File: config.mk
export PLATFORM = sky130hd
export DESIGN_NAME = lsu_mem_stage_flat
export DESIGN_NICKNAME = d
export VERILOG_FILES = /design/src/rtl/lsu_mem_stage_if.sv /design/src/rtl/lsu_mem_stage.sv /design/src/flat_wrapper.sv
export SDC_FILE = /design/constraint.sdc
export NUM_CORES = 1
export LEC_CHECK = 0
export CAP_MARGIN = 20
export CORE_ASPECT_RATIO = 1.2
export CORE_UTILIZATION = 40
export DETAILED_ROUTE_END_ITERATION = 10
export PLACE_DENSITY_LB_ADDON = 0.15
export SYNTH_ARGS = -nofsm -noshare
export SYNTH_HDL_FRONTEND = slang
export SYNTH_SLANG_ARGS = --single-unit
File: constraint.sdc
create_clock -name clk_i -period 1.9 [get_ports clk_i]
set_input_delay 0.38 -clock clk_i [delete_from_list [all_inputs] [get_ports clk_i]]
set_output_delay 0.38 -clock clk_i [all_outputs]
set_load 0.02 [all_outputs]
File: src/rtl/lsu_mem_stage_if.sv
// Data-cache port of the LSU memory stage: req/gnt request channel plus rvalid response.
// The stage is the master; the cache (or a bench model) is the slave.
interface lsu_mem_stage_if #(
  parameter int DATA_WIDTH = 32,
  parameter int ADDR_WIDTH = 32
) ();
  logic                    req;
  logic                    gnt;
  logic                    we;
  logic [ADDR_WIDTH-1:0]   addr;
  logic [DATA_WIDTH/8-1:0] be;
  logic [DATA_WIDTH-1:0]   wdata;
  logic                    rvalid;
  logic [DATA_WIDTH-1:0]   rdata;
  logic                    err;

  modport master (output req, we, addr, be, wdata, input gnt, rvalid, rdata, err);
  modport slave  (input req, we, addr, be, wdata, output gnt, rvalid, rdata, err);
endinterface

File: src/rtl/lsu_mem_stage.sv
// RV32/RV64 memory stage: one load/store in flight, byte-lane alignment, load extension, faults.
// Define MEM_TIMEOUT_EN to add a watchdog that aborts a cache access after TIMEOUT_CYCLES.
module lsu_mem_stage #(
  parameter int DATA_WIDTH     = 32,
  parameter int ADDR_WIDTH     = 32,
  parameter int TIMEOUT_CYCLES = 256
) (
  input  logic                  clk_i,
  input  logic                  rst_ni,
  input  logic                  flush_i,
  input  logic                  ex_valid_i,
  output logic                  ex_ready_o,
  input  logic                  ex_load_i,
  input  logic                  ex_store_i,
  input  logic [1:0]            ex_size_i,
  input  logic                  ex_unsigned_i,
  input  logic [ADDR_WIDTH-1:0] ex_addr_i,
  input  logic [DATA_WIDTH-1:0] ex_wdata_i,
  input  logic [4:0]            ex_rd_i,
  lsu_mem_stage_if.master       dc,
  output logic                  wb_valid_o,
  input  logic                  wb_ready_i,
  output logic [DATA_WIDTH-1:0] wb_data_o,
  output logic [4:0]            wb_rd_o,
  output logic                  mem_stall_o,
  output logic                  mem_exception_o,
  output logic [1:0]            mem_exc_code_o,
  output logic [ADDR_WIDTH-1:0] mem_exc_addr_o
);
  localparam int NB   = DATA_WIDTH/8;
  localparam int OFFW = $clog2(NB);

  typedef enum logic [1:0] {IDLE, REQ, WAIT, DONE} state_e;
  typedef struct packed {
    logic                  load;
    logic                  store;
    logic [1:0]            size;
    logic                  uns;
    logic [ADDR_WIDTH-1:0] addr;
    logic [DATA_WIDTH-1:0] wdata;
    logic [4:0]            rd;
  } mem_req_t;

  state_e                state_q, state_d;
  mem_req_t              req_q;
  logic                  kill_q;
  logic [DATA_WIDTH-1:0] wb_data_q;
  logic                  exc_q;
  logic [1:0]            exc_code_q;
  logic                  tmo;

  logic                  accept, passthru, misal, killed, sign_bit;
  logic [OFFW-1:0]       off;
  logic [7:0]            be_base;
  logic [DATA_WIDTH-1:0] rd_shift, ext_mask, load_data;

  assign accept   = (state_q == IDLE) && ex_valid_i && !flush_i;
  assign passthru = !ex_load_i && !ex_store_i;
  assign killed   = kill_q || flush_i;
  assign off      = req_q.addr[OFFW-1:0];

  always_comb begin
    misal = 1'b0;
    case (ex_size_i)
      2'b01:   misal = ex_addr_i[0];
      2'b10:   misal = |ex_addr_i[1:0];
      2'b11:   misal = (DATA_WIDTH == 32) || (|ex_addr_i[2:0]);
      default: misal = 1'b0;
    endcase
  end

  // Extension by mask: bits above the access size are replaced by the sign when signed.
  always_comb begin
    be_base  = 8'hFF;
    ext_mask = '1;
    sign_bit = 1'b0;
    rd_shift = dc.rdata >> {off, 3'b000};
    case (req_q.size)
      2'b00:   begin be_base = 8'h01; ext_mask = DATA_WIDTH'(64'hFF);        sign_bit = rd_shift[7];  end
      2'b01:   begin be_base = 8'h03; ext_mask = DATA_WIDTH'(64'hFFFF);      sign_bit = rd_shift[15]; end
      2'b10:   begin be_base = 8'h0F; ext_mask = DATA_WIDTH'(64'hFFFF_FFFF); sign_bit = rd_shift[31]; end
      default: ;
    endcase
    load_data = (rd_shift & ext_mask) | ((sign_bit && !req_q.uns) ? ~ext_mask : '0);
  end

  always_comb begin
    state_d = state_q;
    case (state_q)
      IDLE: if (accept) state_d = (passthru || misal) ? DONE : REQ;
      REQ:  if (tmo) state_d = killed ? IDLE : DONE;
            else if (dc.gnt) state_d = WAIT;
      WAIT: if (tmo || dc.rvalid) state_d = killed ? IDLE : DONE;
      DONE: if (flush_i || wb_ready_i) state_d = IDLE;
      default: state_d = IDLE;
    endcase
  end

  always_ff @(posedge clk_i or negedge rst_ni) begin
    if (!rst_ni) begin
      state_q    <= IDLE;
      req_q      <= '0;
      kill_q     <= 1'b0;
      wb_data_q  <= '0;
      exc_q      <= 1'b0;
      exc_code_q <= 2'b00;
    end else begin
      state_q <= state_d;
      case (state_q)
        IDLE: if (accept) begin
          req_q <= '{load: ex_load_i, store: ex_store_i, size: ex_size_i, uns: ex_unsigned_i,
                     addr: ex_addr_i, wdata: ex_wdata_i, rd: ex_rd_i};
          kill_q     <= 1'b0;
          wb_data_q  <= passthru ? DATA_WIDTH'(ex_addr_i) : '0;
          exc_q      <= !passthru && misal;
          exc_code_q <= ex_load_i ? 2'b01 : 2'b10;
        end
        REQ, WAIT: begin
          if (flush_i) kill_q <= 1'b1;
          if (tmo) begin
            wb_data_q  <= '0;
            exc_q      <= 1'b1;
            exc_code_q <= 2'b11;
          end else if (state_q == WAIT && dc.rvalid) begin
            wb_data_q  <= (req_q.load && !dc.err) ? load_data : '0;
            exc_q      <= dc.err;
            exc_code_q <= 2'b11;
          end
        end
        default: ;
      endcase
    end
  end

`ifdef MEM_TIMEOUT_EN
  localparam int CW = $clog2(TIMEOUT_CYCLES+1);
  logic [CW-1:0] tmo_cnt_q;

  always_ff @(posedge clk_i or negedge rst_ni) begin
    if (!rst_ni)                                   tmo_cnt_q <= '0;
    else if (state_q != REQ && state_d == REQ)     tmo_cnt_q <= '0;
    else if (state_q == REQ || state_q == WAIT)    tmo_cnt_q <= tmo_cnt_q + CW'(1);
  end

  assign tmo = (state_q == REQ || state_q == WAIT) && (tmo_cnt_q == CW'(TIMEOUT_CYCLES-1));
`else
  // Without the watchdog the access never times out.
  assign tmo = (TIMEOUT_CYCLES < 0);
`endif

  assign dc.req   = (state_q == REQ) && !tmo;
  assign dc.we    = (state_q == REQ) && req_q.store;
  assign dc.addr  = (state_q == REQ) ? {req_q.addr[ADDR_WIDTH-1:OFFW], {OFFW{1'b0}}} : '0;
  assign dc.be    = (state_q == REQ) ? (NB'(be_base) << off) : '0;
  assign dc.wdata = (state_q == REQ) ? (req_q.wdata << {off, 3'b000}) : '0;

  assign ex_ready_o      = (state_q == IDLE);
  assign mem_stall_o     = ex_valid_i && !ex_ready_o;
  assign wb_valid_o      = (state_q == DONE);
  assign wb_data_o       = wb_valid_o ? wb_data_q : '0;
  assign wb_rd_o         = wb_valid_o ? req_q.rd : 5'd0;
  assign mem_exception_o = wb_valid_o && exc_q;
  assign mem_exc_code_o  = mem_exception_o ? exc_code_q : 2'b00;
  assign mem_exc_addr_o  = mem_exception_o ? req_q.addr : '0;
endmodule
File: src/flat_wrapper.sv
// flat-port wrapper written by rule: the top's interface ports become plain ports
module lsu_mem_stage_flat 
#(
  parameter int DATA_WIDTH     = 32,
  parameter int ADDR_WIDTH     = 32,
  parameter int TIMEOUT_CYCLES = 256
)
  (clk_i, rst_ni, flush_i, ex_valid_i, ex_ready_o, ex_load_i, ex_store_i, ex_size_i, ex_unsigned_i, ex_addr_i, ex_wdata_i, ex_rd_i, wb_valid_o, wb_ready_i, wb_data_o, wb_rd_o, mem_stall_o, mem_exception_o, mem_exc_code_o, mem_exc_addr_o, dc_req, dc_we, dc_addr, dc_be, dc_wdata, dc_gnt, dc_rvalid, dc_rdata, dc_err);
  lsu_mem_stage_if #(.DATA_WIDTH(DATA_WIDTH), .ADDR_WIDTH(ADDR_WIDTH)) dc_i ();
  input  logic clk_i;
  input  logic rst_ni;
  input  logic flush_i;
  input  logic ex_valid_i;
  output logic ex_ready_o;
  input  logic ex_load_i;
  input  logic ex_store_i;
  input  logic [1:0] ex_size_i;
  input  logic ex_unsigned_i;
  input  logic [ADDR_WIDTH-1:0] ex_addr_i;
  input  logic [DATA_WIDTH-1:0] ex_wdata_i;
  input  logic [4:0] ex_rd_i;
  output logic wb_valid_o;
  input  logic wb_ready_i;
  output logic [DATA_WIDTH-1:0] wb_data_o;
  output logic [4:0] wb_rd_o;
  output logic mem_stall_o;
  output logic mem_exception_o;
  output logic [1:0] mem_exc_code_o;
  output logic [ADDR_WIDTH-1:0] mem_exc_addr_o;
  output wire logic [$bits(dc_i.req)-1:0] dc_req;
  output wire logic [$bits(dc_i.we)-1:0] dc_we;
  output wire logic [$bits(dc_i.addr)-1:0] dc_addr;
  output wire logic [$bits(dc_i.be)-1:0] dc_be;
  output wire logic [$bits(dc_i.wdata)-1:0] dc_wdata;
  input wire logic [$bits(dc_i.gnt)-1:0] dc_gnt;
  input wire logic [$bits(dc_i.rvalid)-1:0] dc_rvalid;
  input wire logic [$bits(dc_i.rdata)-1:0] dc_rdata;
  input wire logic [$bits(dc_i.err)-1:0] dc_err;
  assign dc_req = dc_i.req;
  assign dc_we = dc_i.we;
  assign dc_addr = dc_i.addr;
  assign dc_be = dc_i.be;
  assign dc_wdata = dc_i.wdata;
  assign dc_i.gnt = dc_gnt;
  assign dc_i.rvalid = dc_rvalid;
  assign dc_i.rdata = dc_rdata;
  assign dc_i.err = dc_err;
  lsu_mem_stage #(.DATA_WIDTH(DATA_WIDTH), .ADDR_WIDTH(ADDR_WIDTH), .TIMEOUT_CYCLES(TIMEOUT_CYCLES)) u_core (.clk_i(clk_i), .rst_ni(rst_ni), .flush_i(flush_i), .ex_valid_i(ex_valid_i), .ex_ready_o(ex_ready_o), .ex_load_i(ex_load_i), .ex_store_i(ex_store_i), .ex_size_i(ex_size_i), .ex_unsigned_i(ex_unsigned_i), .ex_addr_i(ex_addr_i), .ex_wdata_i(ex_wdata_i), .ex_rd_i(ex_rd_i), .dc(dc_i), .wb_valid_o(wb_valid_o), .wb_ready_i(wb_ready_i), .wb_data_o(wb_data_o), .wb_rd_o(wb_rd_o), .mem_stall_o(mem_stall_o), .mem_exception_o(mem_exception_o), .mem_exc_code_o(mem_exc_code_o), .mem_exc_addr_o(mem_exc_addr_o));
endmodule
==> flow_metrics.py, run 1 <==
metrics = {
    "run_status": {
        "status": "finished, violations left",
        "violations": "negative hold slack, negative setup slack",
    },
    "floorplanning": {
        "start_util_pct": 40.8,
        "die_h_um": 143,
        "die_area_um2": 17000,
        "rows": 51,
        "io-pin-count": 259,
        "die_w_um": 119,
        "core_area_um2": 16200,
    },
    "finish": {
        "ff_latch_area_um2": 2810,
        "fin_area_um2": 11300,
        "final_common_cell": "buf_6",
        "areaGrowthSynthToFinish_pct": 71.7,
        "antenna_cells": 0,
        "multi_input_area_um2": 4100,
        "nets": 1084,
        "drive_above_1_share_pct": 48.7,
        "layout_common_cells": "buf_6, clkdlybuf4s50_1, dfrtp_1, mux2_2, buf_4",
        "fill_cells": 1209,
    },
    "timing": {
        "clock.fmax_ghz": 0.470,
        "finalCriticalPeriod_ns": 2.13,
        "fin_setup_tns_ns": -23.26,
        "slew_violations": 0,
        "fin_skew_ns": 0.00728,
        "setup_ws_ns": -0.228,
        "maxSlewHeadroom_pct": 63.2,
        "tightestPinTransition_ns": 0.551,
        "fin_hold_ws_ns": -0.00994,
        "period_share_pct": 112,
        "setup_viol": 164,
        "hold_viol": 4,
        "rsz0062_at_grt": "true",
    },
    "setup_path": {
        "path_buf_inv": 4,
        "cp_common_cell": "buf_6",
        "crit_arrival_ns": 1.75,
        "crit_required_ns": 1.52,
        "worstPathCellList": "inv_2, ha_4, nand2b_4, nor2_4, buf_6, buf_6, and2_4, buf_6",
        "cpLargestDelayFamily": "buffers and inverters",
        "max_stage_delay_ns": 0.40,
        "cp_max_fo": 4,
        "r2r-start": "u_core.state_q[0]$_DFFE_PN0P_",
        "start_kind": "flip-flop",
        "cp-startpoint": "u_core.state_q[1]$_DFFE_PN0P_",
        "worstSetupPathType": "reg2out",
        "cp_slowest_cell": "dfrtp_1",
        "end_kind": "primary output",
    },
    "power": {
        "switchingPower_w": 0.00766,
        "clkPwrFrac_pct": 11.1,
        "total_power_w": 0.0188,
        "p_leak_nw": 5.24,
        "comb_power_share_pct": 64.5,
        "powerDensity_nw_per_um2": 1660,
        "swShare_pct": 40.8,
        "internal_power_w": 0.0111,
        "worst_ir_drop_vdd_uv": 1060,
        "seqPwrFrac_pct": 24.5,
    },
    "synthesis": {
        "ys_types": 43,
        "yosysTopAreaCellShare_pct": 42.4,
        "syn_inst": 654,
        "ys_warn_count": 0,
        "yosysSeqAreaShare_pct": 42.4,
        "ys_top_cells_by_area": "dfrtp_1, mux2_2, and2_1",
        "ys_seq_elements": 112,
        "avgSynthCellArea_um2": 10.1,
        "synth_top_area_cell": "dfrtp_1",
        "syn_area_um2": 6610,
    },
    "placed_design": {
        "dp_hpwl_um": 16600,
        "dpl_cell_area_um2": 9840,
        "routabilityCongestion": 0.871,
        "place.port_buffers": 256,
    },
    "worst_hold_path": {
        "worstHoldPathType": "in2async",
    },
    "route": {
        "final_antenna_net_count": 0,
        "avgRoutedWirePerCell_um": 20.6,
        "dr.pass1.iters": 4,
        "route.detailed.drc": 0,
        "drt_iter0_markers": 281,
        "wl_um": 24400,
        "vias_per_cell": 5.47,
        "vias": 6465,
    },
    "clock_tree": {
        "numCtsBuffers": 9,
        "cts_max_level": 3,
        "clock-sinks": 112,
        "cts_tree": "built",
        "cts-root-buf": "clkbuf_16",
        "cts-hold-fix-buffers": 0,
        "clk_latency_ns": 0.36,
        "cts_buffer_depth": 2,
        "clkTransAtPathRegs_ns": 0.08,
    },
    "global_route": {
        "grt_pass1_vias": 6423,
        "antenna_found_initial": 0,
        "grt_pass1_wl_um": 35800,
        "grt_overflow": 0,
        "grt_max_degree": 37,
        "track_usage_pct": 27.3,
    },
    "flow_run": {
        "cap_violations": 0,
    },
}
==> final timing paths <==
kind | cells past startpoint | endpoint | slack, ns
max in group asynchronous | 2 | u_core.req_q[57]$_DFFE_PN0P_ | 1.33
hold reg to reg | 2 | u_core.exc_code_q[0]$_DFFE_PN0P_ | 0.49
hold / removal | 1 | u_core.req_q[52]$_DFFE_PN0P_ | -0.01
setup reg to reg | 7 | u_core.wb_data_q[11]$_DFFE_PN0P_ | -0.20
setup / recovery | 8 | dc_wdata[7] | -0.23
min in group clk_i | 2 | u_core.exc_code_q[0]$_DFFE_PN0P_ | 0.49
==> power groups by stage <==
stage,Clock [W],Combinational [W],Sequential [W]
detailed placement,0,0.00930,0.00442
CTS,0.00211,0.0108,0.00447
global placement,0,0.00913,0.00434
global route,0.00220,0.0128,0.00472
floorplan,0,0.00576,0.00411
finish,0.00208,0.0121,0.00459
==> final cells by class <==
cell class	instances	share of cell area, %
multi-input combinational	483	36.1
sequential	112	24.7
tap	212	2.34
clock buffer	13	2.47
clock inverter	3	0.419
inverter	4	0.154
timing repair buffer	355	33.8
==> timing repair <==
action,4_1_cts,5_1_grt
gates resized for setup,769,231
setup buffers,21,6
pin swaps,19,19
cloned,5,6
endpoints found under the setup margin,252,178
==> stage by stage <==
stage	instances	setup slack [ns]	util, %
after global placement	1131	-0.270	60.7
final	1182	-0.228	70.0
after global routing	1182	-0.282	70.0
after CTS	1172	-0.216	64.7
after detailed placement	1131	-0.324	60.7
after floorplan	655	-0.0372	-
==> Yosys cell counts, drive strengths merged <==
cell       n
and3      42
a221o      8
a21o       1
nor3      14
mux2i     34
inv        4
o221ai     1
o31ai      1
mux4       1
a221oi     2
dfrtp    112
ha         5
nand4     17
o211a      9
o211ai     1
a2111o     1
nand3     18
o21ai     28
buf       27
a211o      2
a2111oi    1
conb       1
nor2b      6
a32oi      2
a211oi     9
nand3b     3
a31oi      1
mux2      88
nand2     46
nor2      29
o22ai      1
and2      85
a21oi     12
nand2b     4
o21a       3
clkbuf    30
o2111ai    5
==> sequential cells by signal, indices dropped and copies added, names as in the netlist <==
| name | count |
|---|---|
| u_core.req_q | 72 |
| u_core.wb_data_q | 32 |
| u_core.exc_code_q | 2 |
| u_core.off | 2 |
| u_core.state_q | 2 |
| u_core.exc_q | 1 |
| u_core.kill_q | 1 |
==> worst register-to-register path, stage by stage, from the launching register on <==
cell,delay (ns)
dfrtp_2,0.45
buf_12,0.14
ha_4,0.23
buf_12,0.18
buf_8,0.13
a2111o_1,0.34
buf_6,0.18
a221o_1,0.35
==> metal layers <==
layer,GRT usage [%],wire [µm],part of all wire (%)
met5,0,0,0
met4,10.3,624,2.6
met3,5.55,1500,6.1
met2,48.0,12500,51
met1,33.0,9740,40
==> kinds of logic (layout without fill, tap and decap cells) <==
group                    count (synthesis)  count (layout)  share of synthesized area, %
multiplexers                           123             123                          20.5
AO/OA/AOI/OAI                           88              88                          9.68
AND/OR/NAND/NOR                        264             265                          21.9
other                                    1               2                        0.0568
buffers and inverters                   61             375                          4.53
adder cells (fa/ha/maj)                  5               5                         0.947
flip-flops                             112             112                          42.4
No activity file was read; power rests on OpenSTA's default activity.
==> inputs of run 2 (changes only) <==
- ABC_AREA: not set -> 1
- CTS_CLUSTER_SIZE: not set -> 10
==> flow_metrics.py, run 2 <==
metrics = {
    "timing": {
        "tightestPinTransition_ns": 0.531,
        "rsz0062_at_grt": "true",
        "setup_viol": 170,
        "clock.fmax_ghz": 0.468,
        "finalCriticalPeriod_ns": 2.14,
        "hold_viol": 0,
        "period_share_pct": 112,
        "fin_setup_tns_ns": -22.62,
        "fin_skew_ns": 0.0107,
        "fin_hold_ws_ns": 0.498,
        "setup_ws_ns": -0.237,
        "slew_violations": 0,
        "maxSlewHeadroom_pct": 64.2,
    },
    "clock_tree": {
        "cts_max_level": 3,
        "cts_buffer_depth": 2,
        "numCtsBuffers": 9,
        "clkTransAtPathRegs_ns": 0.08,
        "clk_latency_ns": 0.36,
        "clock-sinks": 112,
        "cts_tree": "built",
        "cts-root-buf": "clkbuf_16",
    },
    "global_route": {
        "top_usage_layer": "met2",
        "track_usage_pct": 28.1,
        "use_met1_pct": 32.6,
        "gr-usage-met3_pct": 6.35,
        "grt_pass1_wl_um": 36700,
        "grt_pass1_vias": 7021,
        "grtUsageMet2_pct": 49.7,
        "grt_max_degree": 45,
        "antenna_found_initial": 0,
        "grt_overflow": 0,
    },
    "finish": {
        "largest_reg_flops": 72,
        "final_common_cell": "nand2_1",
        "top_regs": "u_core.req_q x72, u_core.wb_data_q x32",
        "layout_common_cells": "nand2_1, buf_4, inv_1, clkdlybuf4s50_1, dfrtp_1",
        "nets": 1363,
        "largest-register": "u_core.req_q",
        "finalNonFillerCells": 1461,
        "fill_cells": 1429,
        "areaGrowthSynthToFinish_pct": 64.0,
        "drive_above_1_share_pct": 29.6,
        "antenna_cells": 0,
    },
    "synthesis": {
        "ys_types": 35,
        "yosysMostFrequentCell": "nand2_1",
        "synth_flop_cell": "dfrtp_1",
        "ys_top_cells_by_area": "dfrtp_1, nand2_1, inv_1",
        "synthTopCellsByCount": "nand2_1, inv_1, nor2_1",
        "async_flop_share_pct": 100,
        "synth_top_area_cell": "dfrtp_1",
        "ys_seq_elements": 112,
        "ys_warn_count": 0,
        "yosysSeqAreaShare_pct": 42.3,
        "synth_edf_count": 0,
        "avgSynthCellArea_um2": 7.15,
        "syn_inst": 926,
        "syn_area_um2": 6620,
        "yosysTopAreaCellShare_pct": 42.3,
    },
    "floorplanning": {
        "start_util_pct": 40.9,
        "die_w_um": 119,
        "io-pin-count": 259,
        "die_area_um2": 17100,
        "core_area_um2": 16200,
        "die_h_um": 143,
        "rows": 51,
    },
    "setup_path": {
        "crit_required_ns": 1.52,
        "r2r-start": "u_core.state_q[1]$_DFFE_PN0P_",
        "worstSetupPathType": "reg2out",
        "crit_arrival_ns": 1.76,
        "cp_max_fo": 11,
        "start_kind": "flip-flop",
        "worst_r2r_endpoint": "u_core.wb_data_q[28]$_DFFE_PN0P_",
        "end_kind": "primary output",
        "r2r_slack_ns": -0.20,
        "reg2reg_depth": 12,
    },
    "route": {
        "drt_iter0_markers": 321,
        "dr.pass1.iters": 5,
        "route.detailed.drc": 0,
        "vias_per_cell": 4.85,
        "final_antenna_net_count": 0,
        "vias": 7089,
        "wl_um": 23600,
        "avgRoutedWirePerCell_um": 16.1,
    },
    "power": {
        "worst_ir_drop_vdd_uv": 1060,
        "p_leak_nw": 5.83,
        "powerDensity_nw_per_um2": 1610,
    },
    "worst_hold_path": {
        "worstHoldPathType": "reg2reg",
        "hp-start": "u_core.exc_code_q[0]$_DFFE_PN0P_",
        "holdPathEnd": "u_core.exc_code_q[0]$_DFFE_PN0P_",
        "holdPathStages": 1,
    },
    "placed_design": {
        "dp_hpwl_um": 16700,
        "placed_cells": 1407,
        "place.port_buffers": 256,
        "routabilityCongestion": 0.831,
    },
    "run_status": {
        "violations": "negative setup slack",
        "status": "finished, violations left",
    },
    "flow_run": {
        "cap_violations": 0,
    },
}
-- run 2: changes by cell type after synthesis, sizes merged, moves of 30 or more --
| cell | previous run | this run |
|---|---|---|
| nand2 | 46 | 207 |
| a21oi | 12 | 72 |
| inv | 4 | 155 |
| o21ai | 28 | 58 |
| nor2 | 29 | 131 |
| nand3 | 18 | 51 |
| and2 | 85 | 0 |
| mux2 | 88 | 27 |
| and3 | 42 | 0 |
-- run 2: stage by stage --
stage	utilization, %	setup slack (ns)	power (W)	area (µm²)
floorplan	-	-0.0334	0.0101	6920
global placement	62.5	-0.313	0.0141	10100
detailed placement	62.5	-0.356	0.0142	10100
CTS	66.0	-0.235	0.0173	10700
global route	67.0	-0.316	0.0187	10900
finish	67.0	-0.237	0.0175	10900
-- run 2: worst max path at each step --
stage	startpoint	to	slack (ns)	depth (start not counted)
after detailed placement	u_core.state_q[1]$_DFFE_PN0P_	dc_wdata[1]	-0.36	9
after CTS	u_core.state_q[1]$_DFFE_PN0P_	dc_wdata[31]	-0.23	8
final	u_core.state_q[1]$_DFFE_PN0P_	dc_wdata[31]	-0.24	8
after floorplan	u_core.state_q[0]$_DFFE_PN0P_	u_core.wb_data_q[24]$_DFFE_PN0P_	-0.03	11
after global routing	u_core.state_q[1]$_DFFE_PN0P_	dc_wdata[5]	-0.32	9
after global placement	u_core.state_q[1]$_DFFE_PN0P_	dc_wdata[1]	-0.31	9
-- run 2: routing by layer --
| metal | vias up | wire [µm] |
|---|---|---|
| li1 | 3525 | - |
| met1 | 3314 | 9320 |
| met2 | 213 | 12000 |
| met3 | 37 | 1480 |
| met4 | 0 | 745 |
| met5 | - | 0 |
-- run 2: cells by family after synthesis --
| family | synth area share [%] |
|---|---|
| and+or+nand+nor | 25.0 |
| buffers and inverters | 12.5 |
| AOI/OAI and AO/OA | 13.3 |
| DFF | 42.3 |
| muxes | 5.95 |
| adders and majority gates | 0.944 |
| other | 0.0566 |
-- run 2: cell type report --
cell class | instances | area, µm² | area share (%)
clock buffer | 10 | 239 | 2.20
clock inverter | 6 | 68.8 | 0.634
sequential | 112 | 2810 | 25.8
multi-input combinational | 608 | 3430 | 31.6
timing repair buffer | 357 | 3450 | 31.8
tap | 212 | 265 | 2.44
inverter | 156 | 606 | 5.58
-- run 2: critical path, cell delays in order (launching register included) --
cell and delay (ns):
dfrtp_1 0.40, inv_2 0.08, ha_4 0.16, inv_4 0.04, nor2_4 0.12, inv_6 0.09, buf_12 0.16, o22ai_2 0.19
buf_6 0.14
-- run 2: repair_timing --
item / CTS / global route
gates cloned: 9 / 3
buffers inserted: 23 / 4
gates resized for setup: 733 / 30
setup endpoints to repair: 194 / 195
endpoints found under the hold margin: 28 / 0
pin swaps: 4 / 1
hold buffers: 1 / 0
-- run 2: power breakdown --
group | internal (W) | switching (W) | leakage (nW)
Combinational | 0.00517 | 0.00621 | 4.37
Clock | 0.00106 | 0.000905 | 0.137
Sequential | 0.00350 | 0.000639 | 1.33
